===== src/rtl/filter_preload_writer.sv =====
// Streaming weight loader for the three-PE filter buffer.
// It takes weights one per beat in filter -> channel -> kernel-row -> kernel-column
// order. It packs each kernel row into a single three-lane preload write, where
// kernel column k goes to PE k and the write address is the running row index.
// The design assumes KERNEL_SIZE == 3, one kernel column per PE.
module filter_preload_writer #(
    parameter int DATA_WIDTH   = 16,
    parameter int NUM_FILTERS  = 1,
    parameter int NUM_CHANNELS = 1,
    parameter int KERNEL_SIZE  = 3,
    localparam int NUM_ROWS    = NUM_FILTERS * NUM_CHANNELS * KERNEL_SIZE,
    localparam int ADDR_WIDTH  = (NUM_ROWS > 1) ? $clog2(NUM_ROWS) : 1
) (
    input  logic                  clk,
    input  logic                  rst,
    input  logic                  start,
    input  logic                  in_valid,
    input  logic [DATA_WIDTH-1:0] in_data,
    output logic                  in_ready,
    output logic                  preload_en,
    output logic [ADDR_WIDTH-1:0] preload_addr_pe0,
    output logic [ADDR_WIDTH-1:0] preload_addr_pe1,
    output logic [ADDR_WIDTH-1:0] preload_addr_pe2,
    output logic [DATA_WIDTH-1:0] preload_data_pe0,
    output logic [DATA_WIDTH-1:0] preload_data_pe1,
    output logic [DATA_WIDTH-1:0] preload_data_pe2,
    output logic                  busy,
    output logic                  done
);

    typedef enum logic [1:0] {
        S_IDLE = 2'd0,
        S_LOAD = 2'd1,
        S_DONE = 2'd2
    } state_t;

    localparam logic [ADDR_WIDTH-1:0] LAST_ROW = ADDR_WIDTH'(NUM_ROWS - 1);

    state_t                state_q, state_d;
    logic [1:0]            col_q, col_d;
    logic [ADDR_WIDTH-1:0] row_q, row_d;
    logic [DATA_WIDTH-1:0] lane0_q, lane0_d;
    logic [DATA_WIDTH-1:0] lane1_q, lane1_d;
    logic                  pen_q, pen_d;
    logic [ADDR_WIDTH-1:0] addr_q, addr_d;
    logic [DATA_WIDTH-1:0] data0_q, data0_d;
    logic [DATA_WIDTH-1:0] data1_q, data1_d;
    logic [DATA_WIDTH-1:0] data2_q, data2_d;
    logic                  accept;

    // Handshake and status come straight from the state. They therefore drop
    // together with an asynchronous reset.
    assign in_ready = (state_q == S_LOAD);
    assign busy     = (state_q != S_IDLE);
    assign done     = (state_q == S_DONE);
    assign accept   = in_valid && in_ready;

    // The three PEs always share one row address.
    assign preload_en       = pen_q;
    assign preload_addr_pe0 = addr_q;
    assign preload_addr_pe1 = addr_q;
    assign preload_addr_pe2 = addr_q;
    assign preload_data_pe0 = data0_q;
    assign preload_data_pe1 = data1_q;
    assign preload_data_pe2 = data2_q;

    // Next-state logic for the FSM, the column/row counters, the lane collection and the write register.
    always_comb begin
        state_d = state_q;
        col_d   = col_q;
        row_d   = row_q;
        lane0_d = lane0_q;
        lane1_d = lane1_q;
        pen_d   = 1'b0;
        addr_d  = addr_q;
        data0_d = data0_q;
        data1_d = data1_q;
        data2_d = data2_q;
        case (state_q)
            S_IDLE: begin
                if (start) begin
                    state_d = S_LOAD;
                    col_d   = '0;
                    row_d   = '0;
                    lane0_d = '0;
                    lane1_d = '0;
                end
            end
            S_LOAD: begin
                if (accept) begin
                    if (col_q == 2'd2) begin
                        // The third column completes the row. The last weight
                        // goes straight to PE2 and is not held in a lane.
                        pen_d   = 1'b1;
                        addr_d  = row_q;
                        data0_d = lane0_q;
                        data1_d = lane1_q;
                        data2_d = in_data;
                        col_d   = '0;
                        if (row_q == LAST_ROW) begin
                            state_d = S_DONE;
                        end else begin
                            row_d = row_q + 1'b1;
                        end
                    end else begin
                        if (col_q == 2'd0) begin
                            lane0_d = in_data;
                        end else begin
                            lane1_d = in_data;
                        end
                        col_d = col_q + 2'd1;
                    end
                end
            end
            S_DONE: begin
                state_d = S_IDLE;
            end
            default: begin
                state_d = S_IDLE;
            end
        endcase
    end

    // State register. Reset returns to IDLE immediately and drops any partial row.
    always_ff @(posedge clk or posedge rst) begin
        if (rst) begin
            state_q <= S_IDLE;
            col_q   <= '0;
            row_q   <= '0;
            lane0_q <= '0;
            lane1_q <= '0;
            pen_q   <= 1'b0;
            addr_q  <= '0;
            data0_q <= '0;
            data1_q <= '0;
            data2_q <= '0;
        end else begin
            state_q <= state_d;
            col_q   <= col_d;
            row_q   <= row_d;
            lane0_q <= lane0_d;
            lane1_q <= lane1_d;
            pen_q   <= pen_d;
            addr_q  <= addr_d;
            data0_q <= data0_d;
            data1_q <= data1_d;
            data2_q <= data2_d;
        end
    end

endmodule


===== config.mk =====
export PLATFORM = sky130hd
export DESIGN_NAME = filter_preload_writer
export DESIGN_NICKNAME = d
export VERILOG_FILES = /design/src/rtl/filter_preload_writer.sv
export SDC_FILE = /design/constraint.sdc
export NUM_CORES = 1
export LEC_CHECK = 0
export BUFFER_PORTS_ARGS = -buffer_cell sky130_fd_sc_hd__buf_4
export CAP_MARGIN = 15
export CORE_ASPECT_RATIO = 1.25
export CORE_MARGIN = 5
export CORE_UTILIZATION = 58
export DETAILED_ROUTE_END_ITERATION = 10
export GPL_TIMING_DRIVEN = 1
export MAX_ROUTING_LAYER = met4
export PLACE_DENSITY = 0.84
export REMOVE_ABC_BUFFERS = 1
export SYNTH_ARGS = -nofsm -noshare
export SYNTH_HDL_FRONTEND = slang
export SYNTH_SLANG_ARGS = --single-unit

===== constraint.sdc =====
create_clock -name clk -period 8.95 [get_ports clk]
set_input_delay 1.79 -clock clk [delete_from_list [all_inputs] [get_ports clk]]
set_output_delay 1.79 -clock clk [all_outputs]
set_load 0.05 [all_outputs]

Yosys cells after proc, flatten, opt, wreduce, memory -nomap -nowiden
Index checks and enable logic that the tools add are counted.
{"block": "word_totals", "wordCells": 60, "regBits": 89, "output_inout_bits": 58, "inputBits": 20}
{"block": "op_classes", "add_sub_neg": 2, "n_eq_ne": 12, "muxes": 25, "n_reduce_logical": 11}
{"cell": "$mux W16", "count": 7}
{"cell": "$pmux W16 S2", "count": 2}
{"cell": "$mux W2", "count": 10}
{"cell": "$reduce_and A5 Y1", "count": 3}
{"cell": "$pmux W2 S2", "count": 3}
{"cell": "$ne A2 B1 Y1 const B", "count": 4}
{"cell": "$ne A2 B2 Y1 const B", "count": 4}
{"cell": "$eq A2 B2 Y1 const B", "count": 3}
{"cell": "$reduce_and A3 Y1", "count": 2}
{"cell": "$add A2 B1 Y2 const B", "count": 2}
{"cell": "$logic_not A2 Y1", "count": 2}
{"cell": "$reduce_and A4 Y1", "count": 1}
{"cell": "$reduce_bool A2 Y1", "count": 2}
{"cell": "$mux W1", "count": 3}
{"cell": "$eq A2 B1 Y1 const B", "count": 1}
{"cell": "$logic_and A1 B1 Y1", "count": 1}

Depth between registers and ports, before layout
Gate-level depths: netlist of the first run.
{"block": "logic_depth", "word_depth": 5, "mapped_depth": 7, "depth_no_buf": 5}

Worst setup path before layout of the first run
No wires, ideal clock.
{"block": "synth_path", "kind": "input -> register", "from": "input start", "to": "register lane1_q[0]", "setup_time_ns": 0.121, "arrival_time_ns": 2.719, "cell_stages": 5, "path_buffers": 2, "required_time_ns": 8.829, "slack_ns": 6.110, "path_cell_list": "or3b_1 -> buf_2 -> o21a_2 -> buf_6 -> a22o_1"}
{"block": "synth_via", "elab_chain_len": 2}
{"element": "from (decl)", "line_no": "16", "text": "input logic start,"}
{"element": "$ne A2 B2 Y1 (no source line)"}
{"element": "$reduce_and A5 Y1 (no source line)"}
{"element": "to (signal assigned)", "line_no": "142", "text": "lane1_q <= lane1_d;"}
{"element": "to (decl)", "line_no": "43", "text": "logic [DATA_WIDTH-1:0] lane1_q, lane1_d;"}
Every way passes these cells.
A chain may end at the register's enable or synchronous reset.

Worst setup path in the final report of the first run
{"block": "layout_path", "from": "input in_valid", "to": "register data1_q[13] (netlist: preload_data_pe1[13])"}
{"block": "layout_via", "elab_chain_len": 2}
{"element": "from (decl)", "line_no": "17", "text": "input logic in_valid,"}
{"element": "$logic_and A1 B1 Y1", "line_no": "56", "text": "assign accept = in_valid && in_ready;"}
{"element": "$reduce_and A3 Y1 (no source line)"}
{"element": "to (signal assigned)", "line_no": "146", "text": "data1_q <= data1_d;"}
{"element": "to (decl)", "line_no": "47", "text": "logic [DATA_WIDTH-1:0] data1_q, data1_d;"}
Every way passes these cells.

==> results.toml, run 1 <==
[floorplan]
pin_count = 78
die_x_um = 80.4
core_um2 = 6130
rows = 32
die_height_um = 98.1
initial_core_util_pct = 58.7
dieArea_um2 = 7890

[worst_hold_path]
min_path_cells = 1
worstHoldStart = "lane0_q[7]$_DFFE_PP0P_"
min_to = "preload_data_pe0[7]$_DFFE_PP0P_"
hold_class = "register to register"

[cts]
htree_levels = 3
path_clk_slew_ns = 0.08
post_cts_resized = 0
cts_sinks = 89
clk_latency_ns = 0.35
cts_setup_buffers = 0
hold_buffers = 0
cts_buffers = 9
root_buffer = "clkbuf_8"
cts_tree = "built"
clockBufferDepth = 2

[synth]
synth_cell_types = 33
synth-main-ff-cell = "dfrtp_1"
syn_area_per_cell_um2 = 14.3
synth_edf_count = 0
synth_area_leaders = "dfrtp_1, mux2_2, mux2i_1, a22o_1, buf_6"
synth_most_common_cell = "dfrtp_1"
synthCells = 252
ys_async_sr_fraction_pct = 100
ys_warn_count = 0
synth-seq-area-share_pct = 61.9
ys_ff_latch = 89
syn-cell-area_um2 = 3600
yosys.area.top_type = "dfrtp_1"
synth_top_area_share_pct = 61.9
synth_common_cells = "dfrtp_1, mux2_2, inv_1"

[grt]
grt_pass1_vias = 2250
antenna_found_initial = 0
grt_max_degree = 90
grt-ovfl-total = 0
grt_use_total_pct = 19.6
grt_pass1_wl_um = 11400

[setup_path]
path_cells = "buf_4 -> nand2b_1 -> nor3_4 -> buf_4 -> mux2_2"
r2r_slack_ns = 6.55
critical_path_required_ns = 9.18
end_kind = "register"
max_stage_delay_ns = 0.62
startpoint_type = "input pin"
slowest_stage = "nor3_4"
crit_buf_inv = 2
crit_top_cell = "buf_4"
r2r-end = "preload_data_pe1[13]$_DFFE_PP0P_"
reg2reg_depth = 4
crit_arrival_ns = 3.60
r2r_start = "state_q[0]$_DFFE_PP0P_"
cp_top_family = "simple AND/OR/NAND/NOR gates"
critPathMaxFanout = 37
worstSetupPathType = "input pin to register"

[sta]
timing.fmax_ghz = 0.297
maxSlewViolCount = 0
post-route-period-util_pct = 37.6
min_period_ns = 3.37
slew_headroom_pct = 32.7
timing.final.ws_setup_ns = 5.58
setup_viol = 0
finalHoldViolCount = 0
tns_ns = 0
tightestPinTransition_ns = 1.01
finalClockSkew_ns = 0.0109
rsz0062_at_grt = "no"

[outcome]
status = "finished, final reports clean"

[drt]
wire_per_inst_um = 16.2
wirelength_um = 6760
remaining_drc_errors = 0
first_pass_iters = 4
antenna_left = 0
vias_per_cell = 5.24
vias = 2178
drt_iter0_drc = 114

[cells_and_area]
layout.nets = 348
stdcell_area_um2 = 4360
final_util_pct = 71.2
antenna_cells = 0
area_growth_pct = 21.3
drive_gt1_share_pct = 44.4

[placed_design]
pre_cts_ws_ns = 5.19
gp_congestion = 0.768
dp_hpwl_um = 4360
placed_cell_area_um2 = 4140
io_buffers = 77

[job]
drv_cap = 0
kinds of logic (layout without fill, tap and decap cells):
group                    count (synthesis)  count (layout)  synth area share (%)
AO/OA/AOI/OAI                           26              26                  5.95
adder cells (fa/ha/maj)                  1               1                 0.348
buffers and inverters                   37             116                  6.68
flip-flops                              89              89                  61.9
multiplexers                            66              66                  20.1
AND/OR/NAND/NOR                         33              33                  5.01
flip-flops by register name, summed over array words and instances, names as in the netlist:
| name | cells |
|---|---|
| preload_en | 1 |
| col_q | 2 |
| state_q | 2 |
| preload_data_pe2 | 16 |
| lane1_q | 16 |
| preload_addr_pe0 | 2 |
| preload_data_pe0 | 16 |
| row_q | 2 |
| lane0_q | 16 |
| preload_data_pe1 | 16 |
layer usage:
metal / track usage (%) / up-vias / wire [µm]
li1: - / 1016 / -
met1: 24.8 / 1096 / 2860
met2: 30.7 / 56 / 3460
met3: 3.60 / 10 / 324
met4: 8.58 / 0 / 111
met5: - / - / 0
through the flow:
stage	hold WS [ns]	cells
detailed placement	0.477	400
floorplan	0.461	235
CTS	0.499	415
global placement	0.470	400
finish	0.495	416
global route	0.516	416
cell type report:
cell class,count,area [µm²]
Tap cell,85,106
Multi-Input combinational cell,126,1130
Clock buffer,12,155
Fill cell,439,1760
Inverter,20,76.3
Sequential cell,89,2230
Timing Repair Buffer,81,628
Clock inverter,3,40.0
how the worst max path moves through the flow:
stage	from	end	slack, ns	cells after the start
floorplan	rst	col_q[0]$_DFFE_PP0P_	4.85	1
global placement	in_valid	preload_addr_pe0[0]$_DFFE_PP0P_	5.27	5
detailed placement	in_valid	preload_data_pe1[3]$_DFFE_PP0P_	5.19	5
CTS	in_valid	preload_data_pe1[13]$_DFFE_PP0P_	5.58	5
global route	in_valid	preload_data_pe2[13]$_DFFE_PP0P_	5.49	5
finish	in_valid	preload_data_pe1[13]$_DFFE_PP0P_	5.58	5
cells in the final DEF (no fill, tap or decap), types with 2 or more instances in the layout:
cell and count:
dfrtp_1 89, or2_2 2, mux2i_1 16, inv_1 19, buf_4 80, nand2b_1 2
nand2_1 19, mux2_2 46, clkbuf_8 11, mux2_1 4, clkinv_2 3, a22o_1 18
Power of run 1 is not shown: default switching activity piles up to over one toggle a cycle in this logic, so the estimate is an artifact.
==> run 2, diff against run 1 <==
CORE_UTILIZATION = 54   (was 58)
PLACE_DENSITY = 0.79   (was 0.84)
clock period = 3.15 ns   (was 8.95 ns; I/O delays follow)
==> run 2 against run 1 <==
Against the previous run:
- setup slack worse by 4.4 ns
- die area up 6.6%
- clock skew down 0.0023 ns
- non-clock buffer count up 1
- critical path depth down 3
- register-to-register slack worse by 5.3 ns
- sequential share of layout area up 0.38 points
- count of clock-buffer cells in the layout down 1
- global-route usage down 1.8 points
- sequential cell count unchanged
- via count down 1.3%
- critical endpoint is now busy
- highest routed layer unchanged
==> results.toml, run 2 (synthesis gave the netlist of run 1 again) <==
[drt]
antenna_left = 0
remaining_drc_errors = 0
vias = 2149
wirelength_um = 6630
drt_iter0_drc = 119
wire_per_inst_um = 15.8
first_pass_iters = 4
vias_per_cell = 5.12

[cells_and_area]
area_growth_pct = 20.4
n_fill_cell = 514
drive_gt1_share_pct = 44.7
mostFrequentLayoutCells = "dfrtp_1, buf_4, mux2_2, inv_1, nand2_1"
finalNonFillerCells = 420
layout.nets = 349
final_common_cell = "dfrtp_1"
antenna_cells = 0

[sta]
min_period_ns = 1.97
finalClockSkew_ns = 0.00858
finalHoldViolCount = 0
maxSlewViolCount = 0
slew_headroom_pct = 26.1
timing.fmax_ghz = 0.507
rsz0062_at_grt = "no"
setup_viol = 0
post-route-period-util_pct = 62.6
tns_ns = 0
timing.final.ws_setup_ns = 1.18
tightestPinTransition_ns = 1.10

[placed_design]
dp_hpwl_um = 4730
io_buffers = 77
dp_cells = 404
gp_congestion = 0.845
pre_cts_ws_ns = 1.04

[floorplan]
die_height_um = 101
core_um2 = 6520
initial_core_util_pct = 55.1
pin_count = 78
rows = 33
die_x_um = 83
dieArea_um2 = 8400

[setup_path]
r2r_slack_ns = 1.23
critical_path_required_ns = 2.52
crit_arrival_ns = 1.34
end_kind = "output port"
critPathMaxFanout = 9
slowest_stage = "dfrtp_1"
max_stage_delay_ns = 0.49
r2r-end = "lane1_q[6]$_DFFE_PP0P_"
r2r_start = "state_q[0]$_DFFE_PP0P_"
startpoint_type = "register"
worstSetupPathType = "register to output port"
reg2reg_depth = 3
path_cells = "or2_2 -> buf_4"

[grt]
grt_max_degree = 41
grt-ovfl-total = 0
grt_pass1_vias = 2359
antenna_found_initial = 0
grt_pass1_wl_um = 11500
grt_use_total_pct = 17.8

[cts]
post_cts_resized = 0
cts_tree = "built"
clk_latency_ns = 0.34
cts_sinks = 89
path_clk_slew_ns = 0.08
cts_buffers = 9
hold_buffers = 0
htree_levels = 3
clockBufferDepth = 2
cts_setup_buffers = 0
root_buffer = "clkbuf_8"

[job]
drv_cap = 0

[worst_hold_path]
hold_class = "input pin to asynchronous set/reset pin"

[outcome]
status = "finished, final reports clean"
[run 2: cell types whose count changed in the layout (fill, tap and decap cells not counted)]
| cell | change |
|---|---|
| clkbuf_8 | -1 |
| buf_16 | -1 |
| buf_4 | +2 |
| clkinv_4 | +1 |
| clkinvlp_4 | +1 |
| bufinv_16 | -1 |
| clkinv_2 | +1 |
[run 2: layer usage]
metal	wire [µm]	track usage [%]	share of wire (%)	up-vias
met5	0	-	0	-
li1	-	-	-	1013
met2	3560	29.3	54	46
met1	2700	21.5	41	1085
met4	111	8.05	1.7	0
met3	247	3.25	3.7	5
[run 2: how the worst max path moves through the flow]
stage                     cells after the start                    from                      to
after global routing                          2  state_q[0]$_DFFE_PP0P_                    busy
final                                         2  state_q[0]$_DFFE_PP0P_                    busy
after CTS                                     2  state_q[0]$_DFFE_PP0P_                    busy
after detailed placement                      4                   start  lane1_q[4]$_DFFE_PP0P_
after global placement                        4                   start  lane1_q[8]$_DFFE_PP0P_
after floorplan                               1                     rst    col_q[0]$_DFFE_PP0P_
[run 2: layout make-up]
cell class | count | area, µm² | share of cell area [%]
Clock buffer | 11 | 141 | 3.26
Multi-Input combinational cell | 126 | 1130 | 26.1
Tap cell | 87 | 109 | 2.51
Inverter | 20 | 76.3 | 1.76
Timing Repair Buffer | 82 | 616 | 14.2
Sequential cell | 89 | 2230 | 51.4
Clock inverter | 5 | 31.3 | 0.722
[run 2: stage by stage]
stage | utilization [%] | cell area [µm²] | hold slack (ns)
floorplan | - | 3430 | 0.461
global placement | 63.7 | 4160 | 0.468
detailed placement | 63.7 | 4160 | 0.476
CTS | 66.4 | 4330 | 0.369
global route | 66.4 | 4330 | 0.409
finish | 66.4 | 4330 | 0.367
[run 2: worst max-delay path: cells and delay by family (launching register included)]
family,cells,cell delay (ns)
and+or+nand+nor,1,0.33
buffers and inverters,1,0.19
DFF,1,0.49
Power of run 2 is left out for the same reason.
